**src/rtl/uart_pkg.sv**
```systemverilog
// rtl/uart_pkg.sv - shared types and register/status encodings for the UART transmitter
package uart_pkg;

  typedef enum logic [1:0] {
    IDLE,
    START,
    DATA,
    STOP
  } tx_state_t;

  localparam int ST_EMPTY = 0;
  localparam int ST_FULL  = 1;
  localparam int ST_BUSY  = 2;
  localparam int ST_OVF   = 3;

  localparam logic REG_DATA   = 1'b0;
  localparam logic REG_STATUS = 1'b1;

endpackage

```
**src/rtl/uart_tx_mmio_fifo.sv**
```systemverilog
// rtl/uart_tx_mmio_fifo.sv - synchronous FIFO with wrapping pointers and occupancy count
module sync_fifo #(
  parameter int WIDTH = 8,
  parameter int DEPTH = 8
) (
  input  logic                     clk,
  input  logic                     rst,
  input  logic                     push,
  input  logic                     pop,
  input  logic [WIDTH-1:0]         wdata,
  output logic [WIDTH-1:0]         rdata,
  output logic                     full,
  output logic                     empty,
  output logic [$clog2(DEPTH):0]   count
);

  localparam int AW = $clog2(DEPTH);

  logic [WIDTH-1:0] mem [DEPTH];
  logic [AW-1:0]    wr_ptr_q, wr_ptr_d;
  logic [AW-1:0]    rd_ptr_q, rd_ptr_d;
  logic [AW:0]      count_q, count_d;
  logic             push_ok, pop_ok;

  // Full is judged on the registered count, so a pop in the same cycle never frees a slot early.
  assign full    = (count_q == (AW+1)'(DEPTH));
  assign empty   = (count_q == '0);
  assign count   = count_q;
  assign rdata   = mem[rd_ptr_q];
  assign push_ok = push & ~full;
  assign pop_ok  = pop & ~empty;

  always_comb begin
    wr_ptr_d = wr_ptr_q;
    rd_ptr_d = rd_ptr_q;
    count_d  = count_q;
    if (push_ok) wr_ptr_d = wr_ptr_q + 1'b1;
    if (pop_ok)  rd_ptr_d = rd_ptr_q + 1'b1;
    case ({push_ok, pop_ok})
      2'b10:   count_d = count_q + 1'b1;
      2'b01:   count_d = count_q - 1'b1;
      default: count_d = count_q;
    endcase
  end

  always_ff @(posedge clk or posedge rst) begin
    if (rst) begin
      wr_ptr_q <= '0;
      rd_ptr_q <= '0;
      count_q  <= '0;
    end else begin
      wr_ptr_q <= wr_ptr_d;
      rd_ptr_q <= rd_ptr_d;
      count_q  <= count_d;
    end
  end

  always_ff @(posedge clk) begin
    if (push_ok) mem[wr_ptr_q] <= wdata;
  end

endmodule

```
**src/rtl/uart_tx_mmio.sv**
```systemverilog
// rtl/uart_tx_mmio.sv - memory-mapped 8N1 UART transmitter with byte FIFO and status register
module uart_tx_mmio
  import uart_pkg::*;
#(
  parameter int CLK_HZ     = 50000000,
  parameter int BAUD       = 115200,
  parameter int FIFO_DEPTH = 8
) (
  input  logic        clk,
  input  logic        reset,
  input  logic        cs,
  input  logic        we,
  input  logic        re,
  input  logic        reg_sel,
  input  logic [31:0] wdata,
  output logic [31:0] rdata,
  output logic        tx
);

  localparam int CPB = CLK_HZ / BAUD;
  localparam int BW  = $clog2(CPB);
  localparam int CW  = $clog2(FIFO_DEPTH) + 1;
  localparam logic [BW-1:0] CPB_M1 = BW'(CPB - 1);

  tx_state_t     state_q, state_d;
  logic [BW-1:0] baud_q, baud_d;
  logic [2:0]    bit_q, bit_d;
  logic [7:0]    shift_q, shift_d;
  logic          tx_q, tx_d;
  logic          ovf_q, ovf_d;

  logic          push_req, status_wr;
  logic          fifo_pop, fifo_full, fifo_empty;
  logic [7:0]    fifo_rdata;
  logic [CW-1:0] fifo_count;
  logic          busy;
  logic          unused_bits;

  assign push_req  = cs & we & (reg_sel == REG_DATA);
  assign status_wr = cs & we & (reg_sel == REG_STATUS);
  assign busy      = (state_q != IDLE) | ~fifo_empty;
  assign tx        = tx_q;
  assign unused_bits = ^{wdata[31:8], fifo_count};

  sync_fifo #(
    .WIDTH(8),
    .DEPTH(FIFO_DEPTH)
  ) u_fifo (
    .clk  (clk),
    .rst  (reset),
    .push (push_req),
    .pop  (fifo_pop),
    .wdata(wdata[7:0]),
    .rdata(fifo_rdata),
    .full (fifo_full),
    .empty(fifo_empty),
    .count(fifo_count)
  );

  always_comb begin
    ovf_d = ovf_q;
    if (push_req && fifo_full) ovf_d = 1'b1;
    else if (status_wr && wdata[0]) ovf_d = 1'b0;
  end

  always_comb begin
    rdata = '0;
    if (cs && re && reg_sel == REG_STATUS) begin
      rdata[ST_EMPTY] = fifo_empty;
      rdata[ST_FULL]  = fifo_full;
      rdata[ST_BUSY]  = busy;
      rdata[ST_OVF]   = ovf_q;
    end
  end

  // tx_d is the line level for the state being entered, so tx stays a plain flop output.
  always_comb begin
    state_d  = state_q;
    baud_d   = baud_q;
    bit_d    = bit_q;
    shift_d  = shift_q;
    tx_d     = tx_q;
    fifo_pop = 1'b0;
    case (state_q)
      IDLE: begin
        tx_d = 1'b1;
        if (!fifo_empty) begin
          fifo_pop = 1'b1;
          shift_d  = fifo_rdata;
          baud_d   = CPB_M1;
          bit_d    = 3'd0;
          state_d  = START;
          tx_d     = 1'b0;
        end
      end
      START: begin
        if (baud_q == '0) begin
          state_d = DATA;
          baud_d  = CPB_M1;
          tx_d    = shift_q[0];
        end else begin
          baud_d = baud_q - 1'b1;
        end
      end
      DATA: begin
        if (baud_q == '0) begin
          baud_d = CPB_M1;
          if (bit_q == 3'd7) begin
            state_d = STOP;
            tx_d    = 1'b1;
          end else begin
            shift_d = shift_q >> 1;
            bit_d   = bit_q + 1'b1;
            tx_d    = shift_q[1];
          end
        end else begin
          baud_d = baud_q - 1'b1;
        end
      end
      STOP: begin
        if (baud_q == '0) begin
          state_d = IDLE;
          tx_d    = 1'b1;
        end else begin
          baud_d = baud_q - 1'b1;
        end
      end
      default: begin
        state_d = IDLE;
        tx_d    = 1'b1;
      end
    endcase
  end

  always_ff @(posedge clk or posedge reset) begin
    if (reset) begin
      state_q <= IDLE;
      baud_q  <= '0;
      bit_q   <= '0;
      shift_q <= '0;
      tx_q    <= 1'b1;
      ovf_q   <= 1'b0;
    end else begin
      state_q <= state_d;
      baud_q  <= baud_d;
      bit_q   <= bit_d;
      shift_q <= shift_d;
      tx_q    <= tx_d;
      ovf_q   <= ovf_d;
    end
  end

endmodule

```
**config.mk**
```make
export PLATFORM = sky130hd
export DESIGN_NAME = uart_tx_mmio
export DESIGN_NICKNAME = d
export VERILOG_FILES = /design/src/rtl/uart_pkg.sv /design/src/rtl/uart_tx_mmio_fifo.sv /design/src/rtl/uart_tx_mmio.sv
export SDC_FILE = /design/constraint.sdc
export NUM_CORES = 1
export LEC_CHECK = 0
export ABC_AREA = 1
export ABC_CLOCK_PERIOD_IN_PS = 2300
export BUFFER_PORTS_ARGS = -buffer_cell sky130_fd_sc_hd__buf_2
export CORE_MARGIN = 8
export CORE_UTILIZATION = 55
export DETAILED_ROUTE_END_ITERATION = 8
export PLACE_DENSITY_LB_ADDON = 0.05
export SYNTH_ARGS = -nofsm -noshare
export SYNTH_HDL_FRONTEND = slang
export SYNTH_SLANG_ARGS = --single-unit
```
**constraint.sdc**
```tcl
create_clock -name clk -period 2.3 [get_ports clk]
set_input_delay 0.69 -clock clk [delete_from_list [all_inputs] [get_ports clk]]
set_output_delay 0.69 -clock clk [all_outputs]
set_load 0.1 [all_outputs]
```
Yosys cells after proc, flatten, opt, wreduce, memory -nomap -nowiden
Memory sizes are Yosys's and may differ from the RTL's.
Index checks and enable logic that the tools add are counted.
{ "op_classes": {"add_sub_neg": 6, "mul": 0, "div": 0, "n_lt_le_gt_ge": 0, "eq_ne": 14, "shift": 0, "mux": 32, "n_bitwise": 9, "reduce_logical": 16} }
{ "ops": {"columns": ["op", "n"], "rows": [
  ["9-bit 2-to-1 mux", 3],
  ["9-bit one-hot mux with 3 select lines", 1],
  ["8-bit 2-to-1 mux", 3],
  ["8-bit one-hot mux with 2 select lines", 1],
  ["2-bit != test (second input constant)", 7],
  ["1-bit 2-to-1 mux", 11],
  ["2-bit 2-to-1 mux", 5],
  ["3-bit by 1-bit adder with 3-bit output (second input constant)", 3],
  ["9-bit zero test", 1],
  ["3-bit 2-to-1 mux", 3],
  ["9-bit by 1-bit subtractor with 9-bit output (second input constant)", 1],
  ["2-bit one-hot mux with 4 select lines", 1],
  ["4-bit one-hot mux with 2 select lines", 1],
  ["2-bit nonzero test", 4],
  ["2-bit equality test (second input constant)", 3],
  ["3-bit one-hot mux with 2 select lines", 1],
  ["1-bit AND", 5],
  ["5-bit AND reduction", 1],
  ["4-bit by 1-bit adder with 4-bit output (second input constant)", 1],
  ["2-bit by 1-bit equality test with 1-bit output (second input constant)", 2],
  ["4-bit equality test (second input constant)", 1],
  ["1-bit logical AND", 4],
  ["4-bit zero test", 1],
  ["4-bit 2-to-1 mux", 1],
  ["10 further kinds", 12]
]} }
{ "totals": {"register_bits": 34, "latch_bits": 0, "ram_bits": 64, "romBits": 0, "inputBits": 38, "wordCells": 87, "n_memories": 1} }
{ "memory_table": {"columns": ["memory", "words", "width", "rd", "rd_ports_with_merged_regs", "wr", "line_no", "rtl"], "rows": [
  ["u_fifo.mem", 8, 8, 1, 0, 1, "uart_tx_mmio_fifo.sv:19", "logic [WIDTH-1:0] mem [DEPTH];"]
]} }

Longest topological paths before layout
Gate-level depths: netlist (run 1).
{ "depth": {"depth_word": 6, "depth_mapped": 13, "ltp_nobuf": 13} }

By module
Synthesis (run 1) repeated with hierarchy kept, for this count alone.
{ "hier_totals": {"hier_cells": 588, "area_unflattened_um2": 5203.7} }
{ "modules_own_cells": {"columns": ["module", "n_inst", "cells_per_inst", "area_each_um2"], "rows": [
  ["sync_fifo", 1, 358, 3403.3],
  ["uart_tx_mmio", 1, 230, 1800.5]
]} }

Worst setup path after synthesis (run 1)
No wires, ideal clock.
{ "synth_path": {"path_type": "in2out", "start": "input port re", "end": "output port rdata[0]", "arrival_time_ps": 2068, "required_time_ps": 1610, "slack_ps": -458, "stages": 2, "path_buffers": 0, "path_cell_list": "nand3_1 -> nor2_1"} }
{ "synth_between": {"elab_chain_len": 3} }
{ "synth_rtl": {"columns": ["element", "line_no", "rtl"], "rows": [
  ["start: declaration", "uart_tx_mmio.sv:13", "input logic re,"],
  ["1-bit logical AND (2 in series)", "uart_tx_mmio.sv:68", "if (cs && re && reg_sel == REG_STATUS) begin"],
  ["4-bit 2-to-1 mux", "uart_tx_mmio.sv:68", null],
  ["end: declaration", "uart_tx_mmio.sv:16", "output logic [31:0] rdata,"]
]} }
Every way passes these cells.

Final worst setup path (run 1)
{ "layout_path": {"start": "register u_fifo.count_q[1] (netlist: u_fifo.count[1])", "end": "output port rdata[0]"} }
{ "layout_between": {"elab_chain_len": 2} }
{ "layout_rtl": {"columns": ["element", "line_no", "rtl"], "rows": [
  ["start: declaration", "uart_tx_mmio_fifo.sv:22", "logic [AW:0] count_q, count_d;"],
  ["start signal: assignment", "uart_tx_mmio_fifo.sv:54", "count_q <= count_d;"],
  ["4-bit zero test", "uart_tx_mmio_fifo.sv:27", "assign empty = (count_q == '0);"],
  ["4-bit 2-to-1 mux", "uart_tx_mmio.sv:68", null]
]} }
Every way passes these cells.

==> metrics.md, run 1 <==
| Metric | Value |
|---|---|
| Core Region | `0.008678 mm²` |
| Setup CP Type | `register to output pin` |
| CTS Sinks | `98` |
| Nets | `604` |
| Cell Area, Placed | `0.005122 mm²` |
| Startpoint types | `register` |
| CP Max Fanout | `4` |
| Row cnt | `34` |
| Crit path required time | `1.61 ns` |
| Ratio of cells with drive above 1 in the final layout | `16.13%` |
| Root Buffer | `clkbuf_8` |
| Drt pass-1 iters | `4` |
| Peak supply drop | `0.4952 mV` |
| Worst flop-to-flop path startpoint | `u_fifo.count[1]` |
| Max cap viols | `0` |
| Count of different cell masters after synthesis | `37` |
| Synthesized netlist cell count | `519` |
| CP cell instances | `nor2_4 > nand3_2 > buf_6 > nor2_4 > buf_12` |
| First-pass GRT wire length | `16180 µm` |
| Worst Clk Skew | `0.01349 ns` |
| Slew HR | `62.49%` |
| Final hold slack | `0.4008 ns` |
| Final Hold Fails | `0` |
| Fin. max-slew vios | `0` |
| Origin of the worst setup path | `u_fifo.count[1]` |
| Filler cells | `around 760` |
| Antenna diodes | `0` |
| GRT overflow | `0` |
| CTS buffer count | `9` |
| Synth Flop Type | `edfxtp_1` |
| Commonest cells in the netlist | `145 x nand2_1, 65 x nand3_1, 64 x edfxtp_1` |
| DIE HEIGHT | `110.5 µm` |
| DRT antenna net count | `0` |
| Critical-path top delay cell | `dfrtp_2` |
| DIE AREA | `approximately 0.012 mm²` |
| Synth Warn # | `0` |
| Cell area after layout | `0.005391 mm²` |
| CTS clk-pin slew, worst paths | `0.11 ns` |
| Largest net degree at the start of global routing | `35` |
| Hold_buf cts | `0` |
| Syn_area_per_cell | `9.467 µm²` |
| Vias | `roughly 3400` |
| PwrDens | `about 720 mW/mm²` |
| CP arrival | `1.53 ns` |
| # setup viols final | `0` |
| Top cell type's share of synthesized area | `39.11%` |
| WL/cell | `14.43 µm` |
| Via-per-instance ratio | `5.111` |
| 1st-iter DRT viols | `201` |
| Initial antenna violation count | `0` |
| CP most frequent cell | `nor2_4` |
| I/O pins | `71` |
| Vias in the first global route | `~3400` |
| Sequential area share after synthesis | `56.46%` |
| Placer Congestion | `between 0.8 and 0.9` |
| Htree depth | `3` |
| Final cell count without fillers | `666` |
| Top-count cell post-synth | `nand2_1` |
| Worst min path class | `input port to asynchronous set/reset pin` |
| Clock Latency Late Sink | `0.37 ns` |
| Min Tclk post-route | `2.223 ns` |
| Synth async-reset ratio | `34.69%` |
| Worst stage delay on the critical path | `0.45 ns` |
| Total wire length | `a little under 10000 µm` |
| Cell accounting for the most synthesized area | `edfxtp_1` |
| Final worst setup slack | `0.07705 ns` |
| DR DRC count | `0` |
| Cell family with most CP delay | `flip-flops` |
| Area growth, synth to finish | `9.728%` |
| IO Port Bufs | `18` |
| Clk buf depth | `2` |
| Dpl ws | `0.07074 ns` |
| Final worst-path cycle share | `between 90% and 100%` |
| Top cells by area, synth | `edfxtp_1 39%, dfrtp_1 17%, nand2_1 11%` |
| Leakage power | `2.387 nW` |
| Die width | `between 100 and 150 µm` |
| Initial core utilization | `56.62%` |
| Buf+Inv Stages, Crit Path | `2` |
| CTS tree | `done` |
| Gr usage total | `16.13%` |
| Mapped Area | `0.004913 mm²` |
| Dpl hpwl | `between 6000 and 7000 µm` |
| Outcome | `finished, final reports clean` |
| Flop2flop setup slack | `0.25 ns` |
| Fmax | `between 0.4 and 0.5 GHz` |
| CP Capture Type | `output pin` |
| Flops & latches, synth | `98` |
| EDFF count, synth | `64` |
| Placed insts | `645` |
| Worst Max-Slew Pin Slew | `0.5621 ns` |
[where the power goes]
part | switching [W] | internal, W
Combinational | 0.000513 | 0.000172
Sequential | 0.0000773 | 0.00199
Clock | 0.000667 | 0.000435
Total | 0.00126 | 0.00260
[tightest hold or removal path, stage by stage]
cell and delay, ns:
buf_2 0.09, inv_1 0.04, buf_4 0.39
[area by class of cell]
type,instances,area [µm²],share of cell area [%]
Tap cell,108,135.1,2.506
Clock buffer,9,123.9,2.298
Timing Repair Buffer,40,319.1,5.918
Inverter,48,182.7,3.388
Multi-Input combinational cell,356,1780,33.02
Sequential cell,98,2776,51.50
Clock inverter,7,73.82,1.369
[per-layer routing]
| metal | GRT usage (%) | vias to the layer above | part of all wire, % |
|---|---|---|---|
| met5 | 0 | - | 0 |
| met4 | 6.126 | 0 | 2.1 |
| met3 | 4.491 | 20 | 6.5 |
| met2 | 26.55 | 80 | 48 |
| met1 | 19.63 | 1585 | 43 |
| li1 | - | 1719 | - |
[cell usage in the layout, fill, tap and decap left out, types with 4 or more instances in the layout]
cell type	netlist	layout
clkbuf_8	0	9
inv_1	38	36
nor3_1	10	10
xor2_1	8	8
buf_12	1	4
nand4_1	6	6
a21oi_1	5	5
conb_1	1	28
dfrtp_1	33	31
nor2_2	2	4
inv_8	0	5
buf_4	29	21
buf_2	12	14
nand3_2	2	4
inv_2	8	10
edfxtp_1	64	64
nor2_1	37	34
ha_1	13	12
nand3_1	65	63
nand2_1	145	145
o21ai_0	17	17
[path summary, 6_finish.rpt]
kind,to,cells past startpoint
min in group clk,shift_q[6],2
hold / removal,ovf_q,3
setup reg to reg,u_fifo.count[2],10
max in group asynchronous,tx,3
setup / recovery,rdata[0],5
hold reg to reg,shift_q[6],2
[cell families (layout without fill, tap and decap cells)]
logic type / after synthesis / after routing / synth area share (%)
AO/OA/AOI/OAI: 30 / 30 / 3.438
adder cells (fa/ha/maj): 13 / 13 / 3.310
buffers and inverters: 92 / 104 / 10.08
other: 1 / 28 / 0.07632
flip-flops: 98 / 98 / 56.46
AND/OR/NAND/NOR: 275 / 275 / 24.85
XOR/XNOR: 10 / 10 / 1.783
[flip-flops by register name, summed over array words and instances, names as in the netlist]
register and flops:
bit_q 3, state_q 2, u_fifo.wr_ptr_q 3, u_fifo.count 4, u_fifo.rd_ptr_q 3, shift_q 8, baud_q 9, ovf_q 1
u_fifo.mem 64, tx 1
[stage by stage]
stage,utilization (%),total power [W],TNS (ns)
after global routing,62.13,0.004013,-0.01756
final,62.13,0.003856,0
after CTS,61.72,0.003847,0
after floorplan,-,0.002614,-0.1366
after detailed placement,59.03,0.002738,0
after global placement,59.03,0.002713,0
[timing repair]
| item | CTS | global route |
|---|---|---|
| resized for setup | 5 | 5 |
| setup buffers | 3 | 2 |
| pin swaps | 0 | 2 |
| endpoints found under the setup margin | 2 | 3 |
Power figures use the tool's default switching activity.
==> run 2, diff against run 1 <==
CELL_PAD_IN_SITES_DETAIL_PLACEMENT = 1   (was not set)
CELL_PAD_IN_SITES_GLOBAL_PLACEMENT = 2   (was not set)
CORE_UTILIZATION = 36   (was 55)
SETUP_SLACK_MARGIN = 0.2   (was not set)
==> run 2 against run 1 <==
Utilization is 19 points lower; design area increased by 6.5%; sequential cell count unchanged; first-iteration DRC count is 30% lower; combinational power grew 12%; sequential share of layout area is 3.1 points lower; critical path depth did not move; critical path type unchanged; critical endpoint is now rdata[2].
==> metrics.md, run 2 (synthesized netlist as in run 1, its figures left out) <==
| Metric | Value |
|---|---|
| Outcome | `finished, final reports clean` |
| Via-per-instance ratio | `4.709` |
| Antenna diodes | `0` |
| Worst Clk Skew | `0.005610 ns` |
| Core Region | `between 0.01 and 0.015 mm²` |
| Final worst setup slack | `0.1213 ns` |
| Min Tclk post-route | `roughly 2.2 ns` |
| Unrepaired setup endpoints after global routing | `yes` |
| Dpl ws | `roughly 0.13 ns` |
| WL/cell | `~16 µm` |
| # setup viols final | `0` |
| Final worst-path cycle share | `94.73%` |
| Fin. max-slew vios | `0` |
| Commonest non-fill, non-tap cell in the layout | `nand2_1` |
| Crit path required time | `between 1.5 and 2 ns` |
| Worst stage delay on the critical path | `between 0.4 and 0.5 ns` |
| I/O pins | `71` |
| Largest net degree at the start of global routing | `35` |
| Drt pass-1 iters | `4` |
| Dpl hpwl | `7746 µm` |
| Peak supply drop | `0.5288 mV` |
| Leakage power | `roughly 2.5 nW` |
| PwrDens | `755.8 mW/mm²` |
| Fmax | `0.4590 GHz` |
| Final Hold Fails | `0` |
| Root Buffer | `clkbuf_16` |
| Row cnt | `42` |
| Largest Register | `u_fifo.mem` |
| DR DRC count | `0` |
| Slew HR | `a little over half` |
| CTS tree | `done` |
| CP Max Fanout | `4` |
| CTS buffer count | `9` |
| Initial antenna violation count | `0` |
| Flop2flop setup slack | `0.28 ns` |
| Placer Congestion | `0.7471` |
| Die width | `about 130 µm` |
| Clk buf depth | `2` |
| Vias in the first global route | `roughly 3700` |
| First-pass GRT wire length | `19000 µm` |
| Worst Max-Slew Pin Slew | `approximately 0.68 ns` |
| Worst flop-to-flop path startpoint | `state_q[0]` |
| Setup CP Type | `register to output pin` |
| Worst min path class | `input port to asynchronous set/reset pin` |
| CP arrival | `1.49 ns` |
| Total wire length | `between 10000 and 15000 µm` |
| R2R depth | `9` |
| CP cell instances | `nor2_4 > nand4_4 > nand4_1 > clkinvlp_4 > buf_12` |
| Area growth, synth to finish | `16.81%` |
| Vias | `3508` |
| DIE HEIGHT | `approximately 130 µm` |
| CTS Sinks | `98` |
| Reg2Reg Capture Point | `state_q[1]` |
| IO Port Bufs | `18` |
| Largest registers | `u_fifo.mem (64), baud_q (9), shift_q (8)` |
| Final Util | `a little over two fifths` |
| GRT overflow | `0` |
| Max cap viols | `0` |
| Clock Latency Late Sink | `0.35 ns` |
| Ratio of cells with drive above 1 in the final layout | `20.56%` |
| Startpoint types | `register` |
| CTS clk-pin slew, worst paths | `0.07 ns` |
| Gr usage total | `13.86%` |
| DIE AREA | `between 0.015 and 0.02 mm²` |
| 1st-iter DRT viols | `141` |
| DRT antenna net count | `0` |
| CP Capture Type | `output pin` |
| Final hold slack | `0.4447 ns` |
| Most frequent cells in the layout | `144 x nand2_1, 64 x edfxtp_1, 63 x nand3_1, 34 x nor2_1, 33 x inv_1` |
| Initial core utilization | `between 30% and 40%` |
| Nets | `between 600 and 700` |
| Htree depth | `3` |
| Critical-path top delay cell | `dfrtp_2` |
| Max reg flops | `64` |
run 2: changes by cell type in the layout (fill, tap and decap cells not counted), sizes merged:
cell,previous run,this run
inv,52,51
clkinvlp,0,1
buf,40,51
run 2: area by class of cell:
type,instances,area [µm²]
Clock buffer,9,225.2
Clock inverter,7,71.32
Fill cell,1508,7556
Inverter,48,188.9
Multi-Input combinational cell,356,1856
Sequential cell,98,2776
Tap cell,176,220.2
Timing Repair Buffer,51,401.6
run 2: how the worst max path moves through the flow:
| stage | from | endpoint | depth (start not counted) |
|---|---|---|---|
| detailed placement | we | u_fifo.count[3] | 10 |
| global route | u_fifo.count[1] | rdata[2] | 5 |
| finish | u_fifo.count[1] | rdata[2] | 5 |
| floorplan | re | rdata[0] | 2 |
| CTS | u_fifo.count[1] | rdata[1] | 4 |
| global placement | we | u_fifo.count[2] | 10 |
run 2: power breakdown:
part           switching [W]  leakage, nW  internal, W
Sequential         0.0000782        0.987      0.00199
Clock               0.000727        0.148     0.000772
Combinational       0.000554         1.35     0.000215
run 2: critical path: cells and delay by family, from the launching register on:
kind                   cells  cell delay [ns]
buffers and inverters      2             0.29
DFF                        1             0.43
and+or+nand+nor            3             0.43
run 2: per-stage QoR:
step / cells / power, W / TNS (ns) / area [µm²]
after global routing: 745 / 0.004524 / 0 / 5739
after floorplan: 546 / 0.002660 / -0.1366 / 5120
after detailed placement: 715 / 0.002790 / 0 / 5314
final: 745 / 0.004338 / 0 / 5739
after CTS: 743 / 0.004386 / 0 / 5717
after global placement: 715 / 0.002777 / 0 / 5314
run 2: per-layer routing:
layer	vias up	share of wire, %	global-route usage (%)
li1	1740	-	-
met1	1708	43	15.45
met2	45	52	25.12
met3	15	3.6	2.914
met4	0	2.0	5.489
met5	-	0	0
run 2: what timing repair did:
item,CTS,global route
pin swaps,4,1
hold buffers,0,0
buffers inserted,12,2
gates resized for setup,7,3
endpoints found under the setup margin,3,7
hold endpoints to repair,0,0
